## src/rtl/uart_pkg.sv

```systemverilog
// Shared definitions for the UART transmit scheduler: FSM state encoding,
// default frame geometry and the number of arbitrated requesters.
package uart_pkg;

  localparam int UART_DEF_DATA_W       = 8;
  localparam int UART_DEF_CLKS_PER_BIT = 16;
  localparam int UART_NUM_REQ          = 2;

  typedef enum logic [2:0] {
    ST_IDLE   = 3'd0,
    ST_START  = 3'd1,
    ST_DATA   = 3'd2,
    ST_PARITY = 3'd3,
    ST_STOP   = 3'd4
  } uart_tx_state_e;

endpackage

```

## src/rtl/uart_baud_gen.sv

```systemverilog
// Bit-period generator: counts 0..CLKS_PER_BIT-1 while enabled and flags the
// last cycle of each bit period. A restart pulse re-aligns the count to zero.
module uart_baud_gen
  import uart_pkg::*;
#(
  parameter int CLKS_PER_BIT = UART_DEF_CLKS_PER_BIT
) (
  input  logic        clk,
  input  logic        reset,
  input  logic        i_en,
  input  logic        i_restart,
  output logic        o_tick,
  output logic [15:0] o_cnt
);

  localparam logic [15:0] LP_TERM = 16'(CLKS_PER_BIT - 1);

  logic [15:0] r_cnt;

  // Baud counter: wraps at terminal count, parked at zero when disabled.
  always_ff @(posedge clk) begin
    if (reset) begin
      r_cnt <= 16'd0;
    end else if (i_restart) begin
      r_cnt <= 16'd0;
    end else if (i_en) begin
      if (r_cnt == LP_TERM) begin
        r_cnt <= 16'd0;
      end else begin
        r_cnt <= r_cnt + 16'd1;
      end
    end else begin
      r_cnt <= 16'd0;
    end
  end

  assign o_tick = i_en && (r_cnt == LP_TERM);
  assign o_cnt  = r_cnt;

endmodule

```

## src/rtl/uart_tx_scheduler.sv

```systemverilog
// Two-requester UART transmitter. A round-robin arbiter picks a payload in
// IDLE, the FSM serialises START / DATA (LSB first) / optional even PARITY /
// STOP, and all line-side outputs are registered from the next-state values
// so they line up with the state register.
module uart_tx_scheduler
  import uart_pkg::*;
#(
  parameter int CLKS_PER_BIT = UART_DEF_CLKS_PER_BIT,
  parameter int DATA_W       = UART_DEF_DATA_W,
  parameter int PARITY_EN    = 1
) (
  input  logic                    clk,
  input  logic                    reset,
  input  logic [UART_NUM_REQ-1:0] req,
  input  logic [DATA_W-1:0]       data0,
  input  logic [DATA_W-1:0]       data1,
  output logic [UART_NUM_REQ-1:0] gnt,
  output logic                    tx,
  output logic                    wr_en,
  output logic                    busy,
  output logic                    done
);

  localparam int             LP_BIT_W   = (DATA_W > 1) ? $clog2(DATA_W) : 1;
  localparam logic [LP_BIT_W-1:0] LP_BIT_LAST = LP_BIT_W'(DATA_W - 1);
  localparam logic [15:0]    LP_PRE_TERM = 16'(CLKS_PER_BIT - 2);

  // Even parity bit over the payload.
  function automatic logic calc_even_parity(input logic [DATA_W-1:0] d);
    calc_even_parity = ^d;
  endfunction

  uart_tx_state_e        r_state;
  uart_tx_state_e        w_state_next;
  logic [DATA_W-1:0]     r_shift;
  logic [DATA_W-1:0]     w_shift_next;
  logic [LP_BIT_W-1:0]   r_bit;
  logic [LP_BIT_W-1:0]   w_bit_next;
  logic                  r_par;
  logic                  r_last;
  logic                  r_tx;
  logic                  r_wr_en;
  logic                  r_busy;
  logic                  r_done;
  logic                  w_tx_next;
  logic                  w_done_next;
  logic [UART_NUM_REQ-1:0] w_gnt;
  logic [DATA_W-1:0]     w_sel_data;
  logic                  w_tick;
  logic [15:0]           w_baud_cnt;
  logic                  w_baud_en;
  logic                  w_any_gnt;

  // Round-robin arbiter, only live in IDLE and never while reset is held.
  always_comb begin
    w_gnt = 2'b00;
    if (!reset && (r_state == ST_IDLE)) begin
      case (req)
        2'b01:   w_gnt = 2'b01;
        2'b10:   w_gnt = 2'b10;
        2'b11:   w_gnt = r_last ? 2'b01 : 2'b10;
        default: w_gnt = 2'b00;
      endcase
    end else begin
      w_gnt = 2'b00;
    end
  end

  assign w_any_gnt  = |w_gnt;
  assign w_sel_data = w_gnt[1] ? data1 : data0;
  assign w_baud_en  = (r_state != ST_IDLE);

  uart_baud_gen #(
    .CLKS_PER_BIT(CLKS_PER_BIT)
  ) u_baud (
    .clk      (clk),
    .reset    (reset),
    .i_en     (w_baud_en),
    .i_restart(w_any_gnt),
    .o_tick   (w_tick),
    .o_cnt    (w_baud_cnt)
  );

  // Next-state, shifter and bit-counter logic.
  always_comb begin
    w_state_next = r_state;
    w_shift_next = r_shift;
    w_bit_next   = r_bit;
    case (r_state)
      ST_IDLE: begin
        if (w_any_gnt) begin
          w_state_next = ST_START;
          w_shift_next = w_sel_data;
          w_bit_next   = '0;
        end else begin
          w_state_next = ST_IDLE;
        end
      end
      ST_START: begin
        if (w_tick) begin
          w_state_next = ST_DATA;
        end else begin
          w_state_next = ST_START;
        end
      end
      ST_DATA: begin
        if (w_tick) begin
          if (r_bit == LP_BIT_LAST) begin
            w_state_next = (PARITY_EN != 0) ? ST_PARITY : ST_STOP;
            w_bit_next   = '0;
          end else begin
            w_bit_next   = r_bit + LP_BIT_W'(1);
            w_shift_next = {1'b0, r_shift[DATA_W-1:1]};
          end
        end else begin
          w_state_next = ST_DATA;
        end
      end
      ST_PARITY: begin
        if (w_tick) begin
          w_state_next = ST_STOP;
        end else begin
          w_state_next = ST_PARITY;
        end
      end
      ST_STOP: begin
        if (w_tick) begin
          w_state_next = ST_IDLE;
        end else begin
          w_state_next = ST_STOP;
        end
      end
      default: begin
        w_state_next = ST_IDLE;
      end
    endcase
  end

  // Line level for the coming cycle, derived from the state being entered.
  always_comb begin
    w_tx_next = 1'b1;
    case (w_state_next)
      ST_START:  w_tx_next = 1'b0;
      ST_DATA:   w_tx_next = w_shift_next[0];
      ST_PARITY: w_tx_next = r_par;
      default:   w_tx_next = 1'b1;
    endcase
  end

  // done lands in the last STOP cycle, so it is armed one cycle earlier.
  assign w_done_next = (r_state == ST_STOP) && (w_baud_cnt == LP_PRE_TERM);

  // State, datapath and registered outputs.
  always_ff @(posedge clk) begin
    if (reset) begin
      r_state <= ST_IDLE;
      r_shift <= '0;
      r_bit   <= '0;
      r_par   <= 1'b0;
      r_last  <= 1'b1;
      r_tx    <= 1'b1;
      r_wr_en <= 1'b0;
      r_busy  <= 1'b0;
      r_done  <= 1'b0;
    end else begin
      r_state <= w_state_next;
      r_shift <= w_shift_next;
      r_bit   <= w_bit_next;
      if (w_any_gnt) begin
        r_par  <= calc_even_parity(w_sel_data);
        r_last <= w_gnt[1];
      end else begin
        r_par  <= r_par;
        r_last <= r_last;
      end
      r_tx    <= w_tx_next;
      r_wr_en <= (w_state_next != ST_IDLE);
      r_busy  <= (w_state_next != ST_IDLE);
      r_done  <= w_done_next;
    end
  end

  assign gnt   = w_gnt;
  assign tx    = r_tx;
  assign wr_en = r_wr_en;
  assign busy  = r_busy;
  assign done  = r_done;

endmodule

```

## config.mk

```make
export PLATFORM = sky130hd
export DESIGN_NAME = uart_tx_scheduler
export DESIGN_NICKNAME = d
export VERILOG_FILES = /design/src/rtl/uart_pkg.sv /design/src/rtl/uart_baud_gen.sv /design/src/rtl/uart_tx_scheduler.sv
export SDC_FILE = /design/constraint.sdc
export NUM_CORES = 1
export LEC_CHECK = 0
export BUFFER_PORTS_ARGS = -buffer_cell sky130_fd_sc_hd__buf_2
export CAP_MARGIN = 20
export CORE_MARGIN = 3
export CORE_UTILIZATION = 29
export DETAILED_ROUTE_END_ITERATION = 16
export PLACE_DENSITY = 0.46
export SKIP_CTS_REPAIR_TIMING = 1
export SYNTH_ARGS = -nofsm -noshare
export SYNTH_HDL_FRONTEND = slang
export SYNTH_SLANG_ARGS = --single-unit
```

## constraint.sdc

```tcl
create_clock -name clk -period 4.12 [get_ports clk]
set_input_delay 0.206 -clock clk [delete_from_list [all_inputs] [get_ports clk]]
set_output_delay 0.206 -clock clk [all_outputs]
set_load 0.01 [all_outputs]
```

==> flow_summary_export.csv, run 1 <==
group,metric,value,unit
outcome,status,"complete, no violations",
sta,tns,0,ps
sta,slew_violations,0,
yosys,netlist_area,1968,sq um
setup_path,r2r_cells,6,
final_layout,final_common_cell,"dfxtp_1",
setup_path,cp.arrival,2320,ps
drt,viasPerCell,4.911,
cts,path_clk_slew,80,ps
final_layout,n_antenna_cell,0,
cts,h-tree-depth,2,
min_path,hp-class,"in -> reg",
floorplanning,dieArea,7811,sq um
power_and_ir_drop,p_per_area,352.1,nW/um^2
cts,cts.sinks,35,
power_and_ir_drop,ir_worst_vdd,159.0,uV
setup_path,path_cells,"ha_1 > and3_1 > and4_1 > a21boi_4 > or4b_1 > a21oi_1",
sta,rsz0062_at_grt,"no",
setup_path,endpoint_kind,"flop",
grt,grt_pass1_vias,1453,
setup_path,required,4340,ps
yosys,synth_warnings,0,
setup_path,cpMaxStageDelayCell,"or4b_1",
sta,timing.slew.headroom,58.47,%
floorplanning,io_pins,26,
yosys,ys_seq_area_share,35.60,%
placement,post_dp_cell_area,2102,sq um
final_layout,nets,250,
drt,wl_per_cell,13.13,um
setup_path,r2r_start,"u_baud.o_cnt[0]",
final_layout,final_cell_mix,"35 x dfxtp_1, 25 x buf_2, 22 x nor2_1",
drt,vias,1493,
sta,finalHoldViolations,0,
yosys,synth_edf_count,0,
floorplanning,die_w,88.38,um
yosys,ys_async_sr_fraction,0,%
grt,grt_pass1_wl,6920,um
drt,firstDrtPassIters,4,
placement,hpwl,2953,um
drt,drc_errors,0,
setup_path,critPathCapture,"r_bit[1]",
sta,timing.fmax,476.4,MHz
grt,antenna_found_initial,0,
setup_path,rrSetupSlack,2020,ps
sta,worst_clock_skew,10.74,ps
drt,antenna_left,0,
placement,place_congestion,0.7132,
cts,root_buffer,"clkbuf_8",
cts,cts-buffers-inserted,5,
grt,grt_max_degree,21,
sta,fin_crit,2099,ps
setup_path,critical_path.max_fanout,6,
floorplanning,placeableCoreArea,6459,sq um
cts,cts_tree,"yes",
sta,post-route-period-util,50.95,%
grt,grt_use_total,11.34,%
final_layout,postLayoutCoreUtil,34.33,%
yosys,syn_nets,229,
setup_path,start_kind,"flop",
floorplanning,placementRows,29,
floorplanning,start_util,30.47,%
yosys,ys.flop_type,"dfxtp_1",
setup_path,critical_path_class,"reg -> reg",
cts,cts_buffer_depth,2,
grt,grt_overflow_total,0,
drt,drt_iter0_drc,46,
drt,drt_wl_total,3990,um
setup_path,crit_start,"u_baud.o_cnt[0]",
job,cap_violations,0,
placement,port_buffers,25,
power_and_ir_drop,p_leak,0.0008407,uW
yosys,synth_area_per_cell,9.601,sq um
yosys,ys_types,46,
final_layout,final_area,2217,sq um
cts,clk_latency,300,ps
setup_path,worstReg2RegEnd,"r_bit[1]",
yosys,yosys_register_bits,35,
yosys,synth_cells,205,
sta,tightest_slew,622.9,ps
sta,finalSetupViolCount,0,
final_layout,syn2layout_area_growth,12.65,%
setup_path,slowest_delay,530,ps
final_layout,drive_gt1_share,21.15,%
floorplanning,die_h,88.38,um
critical path, delay by kind of cell, from the launching register on:
family | cells | cell delay, ps
compound gates | 2 | 260
flops | 1 | 390
simple gates | 3 | 1180
fa+ha+maj | 1 | 220
logic make-up after synthesis:
group,synth area share [%]
AOI/OAI and AO/OA,13.80
xor gates and xnor gates,12.02
adders and majority gates,2.543
buffers and inverters,5.212
DFF,35.60
muxes,5.150
and+or+nand+nor,25.68
metal layers:
| metal | part of all wire [%] | vias up | routed length (um) | global-route usage, % |
|---|---|---|---|---|
| met5 | 0 | - | 0 | 0 |
| met4 | 2.1 | 0 | 82 | 5.357 |
| met3 | 2.1 | 7 | 83 | 2.793 |
| met2 | 45 | 13 | 1776 | 17.40 |
| met1 | 51 | 685 | 2047 | 14.90 |
| li1 | - | 788 | - | - |
cell type report:
cell class,instances,area [sq um]
clock inverters,3,46.29
flip-flops and latches,35,700.7
well taps,77,96.34
multi-input cells,155,1165
fillers,676,4242
inverters,4,15.01
clock buffers,5,68.82
repair buffers,25,125.1
registers in the layout, indices dropped and copies added (netlist names):
register      flops
r_shift           8
u_baud.o_cnt     16
done              1
r_par             1
tx                1
r_last            1
r_state           3
busy              1
r_bit             3
worst min path at each step:
stage	startpoint	end	slack (ps)	cells after the start
final	data1[7]	r_shift[7]	220	3
after global routing	data1[7]	r_shift[7]	270	3
after CTS	data1[7]	r_shift[7]	230	3
after detailed placement	r_shift[6]	r_shift[6]	450	1
after global placement	r_shift[7]	r_shift[7]	450	1
after floorplan	data1[7]	r_shift[7]	400	2
synth_stat cells, types with 2 or more instances:
| master | count | share of area [%] |
|---|---|---|
| nand3_1 | 7 | 1.8 |
| inv_1 | 4 | 0.76 |
| nand2_1 | 5 | 0.95 |
| nand2b_1 | 2 | 0.64 |
| a21oi_1 | 8 | 2.0 |
| mux2i_1 | 9 | 4.6 |
| o21ai_0 | 7 | 1.8 |
| buf_6 | 4 | 2.3 |
| nor4_4 | 4 | 4.3 |
| a32o_1 | 2 | 1.0 |
| xnor2_1 | 20 | 8.9 |
| nor2_1 | 22 | 4.2 |
| nor3_1 | 5 | 1.3 |
| nand4_1 | 5 | 1.6 |
| xor2_1 | 7 | 3.1 |
| or2_2 | 2 | 0.64 |
| o2bb2ai_1 | 7 | 3.1 |
| a2bb2oi_1 | 6 | 2.7 |
| and4_2 | 2 | 1.0 |
| dfxtp_1 | 35 | 36 |
| ha_1 | 4 | 2.5 |
| and3_1 | 2 | 0.64 |
| o21a_1 | 2 | 0.76 |
| and4_1 | 4 | 1.8 |
| or4_1 | 2 | 0.76 |
| nand4b_1 | 4 | 1.8 |
| or3_1 | 2 | 0.64 |
| buf_2 | 3 | 0.76 |
| buf_4 | 2 | 0.76 |
stage by stage:
stage	std cells	setup WS (ps)	total power [uW]	hold slack, ps
after floorplan	205	2162	442.4	395.9
after global placement	296	2093	470.5	447.6
after detailed placement	296	2019	470.3	447.5
after CTS	304	2006	795.2	227.0
after global routing	304	1863	820.4	265.0
final	304	2021	780.7	223.9
power by group:
group	switching [uW]	total [uW]	leakage, uW	internal (uW)
clock network	137	320	0.0000548	182
registers	9.68	361	0.000285	351
logic	49.9	100	0.000501	50.1
Note: power is estimated with default switching activity, not from simulation.
==> inputs of run 2 (changes only) <==
--- a/config.mk
+++ b/config.mk
@@ -5,6 +5,7 @@
 export SDC_FILE = /design/constraint.sdc
 export NUM_CORES = 1
 export LEC_CHECK = 0
+export ABC_AREA = 1
 export BUFFER_PORTS_ARGS = -buffer_cell sky130_fd_sc_hd__buf_2
 export CAP_MARGIN = 20
 export CORE_MARGIN = 3
==> constraint.sdc (replaced) <==
create_clock -name clk -period 2.2 [get_ports clk]
set_input_delay 0.11 -clock clk [delete_from_list [all_inputs] [get_ports clk]]
set_output_delay 0.11 -clock clk [all_outputs]
set_load 0.01 [all_outputs]
==> flow_summary_export.csv, run 2 <==
group,metric,value,unit
outcome,status,"complete, no violations",
min_path,hp-class,"in -> reg",
yosys,synth_cells,324,
floorplanning,die_w,90.32,um
setup_path,cpMostUsedCell,"nand2_1",
grt,grt_pass1_wl,8535,um
placement,place_congestion,0.7879,
placement,hpwl,3869,um
setup_path,critical_path.max_fanout,19,
min_path,min_path_cells,2,
power_and_ir_drop,ir_worst_vdd,260.1,uV
placement,port_buffers,25,
final_layout,multiInputGateArea,1164,sq um
sta,timing.fmax,525.6,MHz
drt,antenna_left,0,
floorplanning,placeableCoreArea,6832,sq um
final_layout,n_antenna_cell,0,
setup_path,worstReg2RegEnd,"r_shift[7]",
yosys,ys_seq_area_share,33.98,%
sta,finalHoldViolations,0,
yosys,synth_edf_count,0,
grt,grt_pass1_vias,1885,
floorplanning,placementRows,30,
yosys,synth_top_area_share,33.98,%
cts,cts.sinks,35,
yosys,synth_top_cell_by_area,"dfxtp_1",
power_and_ir_drop,p_seq_share,43.5,%
grt,grt_use_total,12.57,%
final_layout,final_common_cell,"nand2_1",
floorplanning,io_pins,26,
sta,tightest_slew,432.7,ps
cts,cts_buffer_depth,2,
setup_path,required,2370,ps
sta,post-route-period-util,86.48,%
job,cap_violations,0,
final_layout,drive_gt1_share,17.42,%
yosys,netlist_top_cells_area,"dfxtp_1 34%, nand2_1 17%, nor2_1 7.3%",
yosys,syn_nets,348,
setup_path,cp.arrival,2070,ps
yosys,netlist_area,2062,sq um
yosys,ys_types,35,
grt,antenna_found_initial,0,
drt,viasPerCell,4.449,
power_and_ir_drop,p_leak,0.001137,uW
setup_path,path_buf_inv,3,
power_and_ir_drop,p_int,1109,uW
yosys,yosys_register_bits,35,
drt,wl_per_cell,10.75,um
sta,fin_crit,1903,ps
setup_path,start_kind,"flop",
min_path,min_to,"r_shift[0]",
yosys,synth_warnings,0,
cts,path_clk_slew,80,ps
drt,vias,2011,
power_and_ir_drop,clkPwrFrac,38.5,%
yosys,ys_async_sr_fraction,0,%
setup_path,r2r_start,"r_state[2]",
setup_path,path_cells,"inv_1 > nand2_4 > nor2_8 > nand3_4 > nand2_2 > inv_2 > nand2_1 > nand2_1 > inv_2 > nand2_2 > nand2_1 > a21oi_1",
grt,grt_max_degree,20,
cts,clk_latency,290,ps
sta,tns,0,ps
final_layout,postLayoutCoreUtil,35.64,%
power_and_ir_drop,p_per_area,646.3,nW/um^2
yosys,yosysMostFrequentCell,"nand2_1",
drt,drc_errors,0,
cts,h-tree-depth,2,
drt,drt_iter0_drc,77,
setup_path,r2r_cells,12,
grt,grt_overflow_total,0,
final_layout,seq_area,703.2,sq um
cts,root_buffer,"clkbuf_8",
min_path,min_from,"reset",
power_and_ir_drop,combPwrFrac,18.0,%
setup_path,endpoint_kind,"flop",
final_layout,nets,379,
final_layout,syn2layout_area_growth,18.08,%
final_layout,final_cell_mix,"95 x nand2_1, 38 x inv_1, 38 x nor2_1",
yosys,synthTopCellsByCount,"96 x nand2_1, 40 x nor2_1, 38 x inv_1",
sta,worst_clock_skew,10.20,ps
final_layout,fillCellCount,784,
power_and_ir_drop,p_sw,465.0,uW
floorplanning,die_h,90.32,um
cts,cts-buffers-inserted,5,
sta,finalSetupViolCount,0,
drt,drt_wl_total,4860,um
drt,firstDrtPassIters,4,
power_and_ir_drop,swShare,29.55,%
cts,cts_tree,"yes",
power_and_ir_drop,p_total,1574,uW
setup_path,critical-path-top-delay-family,"simple AND/OR/NAND/NOR gates",
yosys,synth_area_per_cell,6.364,sq um
setup_path,rrSetupSlack,300,ps
floorplanning,start_util,30.18,%
floorplanning,dieArea,8158,sq um
final_layout,largest_reg_flops,16,
setup_path,slowest_delay,340,ps
sta,slew_violations,0,
setup_path,cpMaxStageDelayCell,"dfxtp_1",
yosys,ys.flop_type,"dfxtp_1",
sta,rsz0062_at_grt,"no",
setup_path,critical_path_class,"reg -> reg",
sta,timing.slew.headroom,71.04,%
## run 2: worst register-to-register path, cell delays in order, from the launching register on
cell     delay [ps]
dfxtp_1         340
inv_1           140
nand2_4         100
nor2_8          140
nand3_4         210
nand2_2         220
inv_2           110
nand2_1          70
nand2_1          90
inv_2           110
nand2_2         120
nand2_1          90
a21oi_1          60
## run 2: cells by family (layout without fill, tap and decap cells)
family | after synthesis | in the layout | share of synthesized area, %
and+or+nand+nor | 184 | 184 | 39.32
buffers and inverters | 51 | 83 | 10.13
AOI/OAI and AO/OA | 46 | 46 | 12.38
DFF | 35 | 35 | 33.98
adders and majority gates | 4 | 4 | 2.427
xor gates and xnor gates | 3 | 3 | 1.275
muxes | 1 | 1 | 0.4855
## run 2: stage by stage
stage,area (sq um),std cells,hold slack [ps],setup slack (ps)
floorplan,2062,324,195.7,475.1
global placement,2297,443,455.0,188.6
detailed placement,2297,443,458.0,160.9
CTS,2414,451,193.7,131.3
global route,2435,452,205.0,3.348
finish,2435,452,195.3,297.4
## run 2: worst max path at each step
stage,depth (start not counted),endpoint,startpoint,slack [ps]
global route,13,busy,u_baud.o_cnt[0],3
global placement,12,r_shift[6],u_baud.o_cnt[0],190
detailed placement,12,tx,u_baud.o_cnt[0],160
finish,12,r_shift[7],r_state[2],300
CTS,12,tx,u_baud.o_cnt[0],130
floorplan,13,busy,u_baud.o_cnt[0],480
## run 2: layout make-up
class / count / share of cell area, %
timing repair buffer: 30 / 6.680
inverter: 45 / 6.937
clock inverter: 3 / 1.953
sequential: 35 / 28.88
clock buffer: 5 / 2.826
tap: 96 / 4.933
multi-input combinational: 238 / 47.79
## run 2: routing by layer
metal  GRT usage [%]  vias up  share of wire (%)
li1                -     1100                  -
met1           16.16      884                 49
met2           21.66       25                 48
met3           2.667        2                2.4
met4           2.679        0               0.56
met5               0        -                  0
## run 2: power by group through the flow
stage               Combinational, uW  Sequential [uW]  Clock [uW]
floorplan                         206              696           0
global placement                  286              700           0
detailed placement                286              699           0
CTS                               286              685         620
global route                      329              688         649
finish                            283              685         605
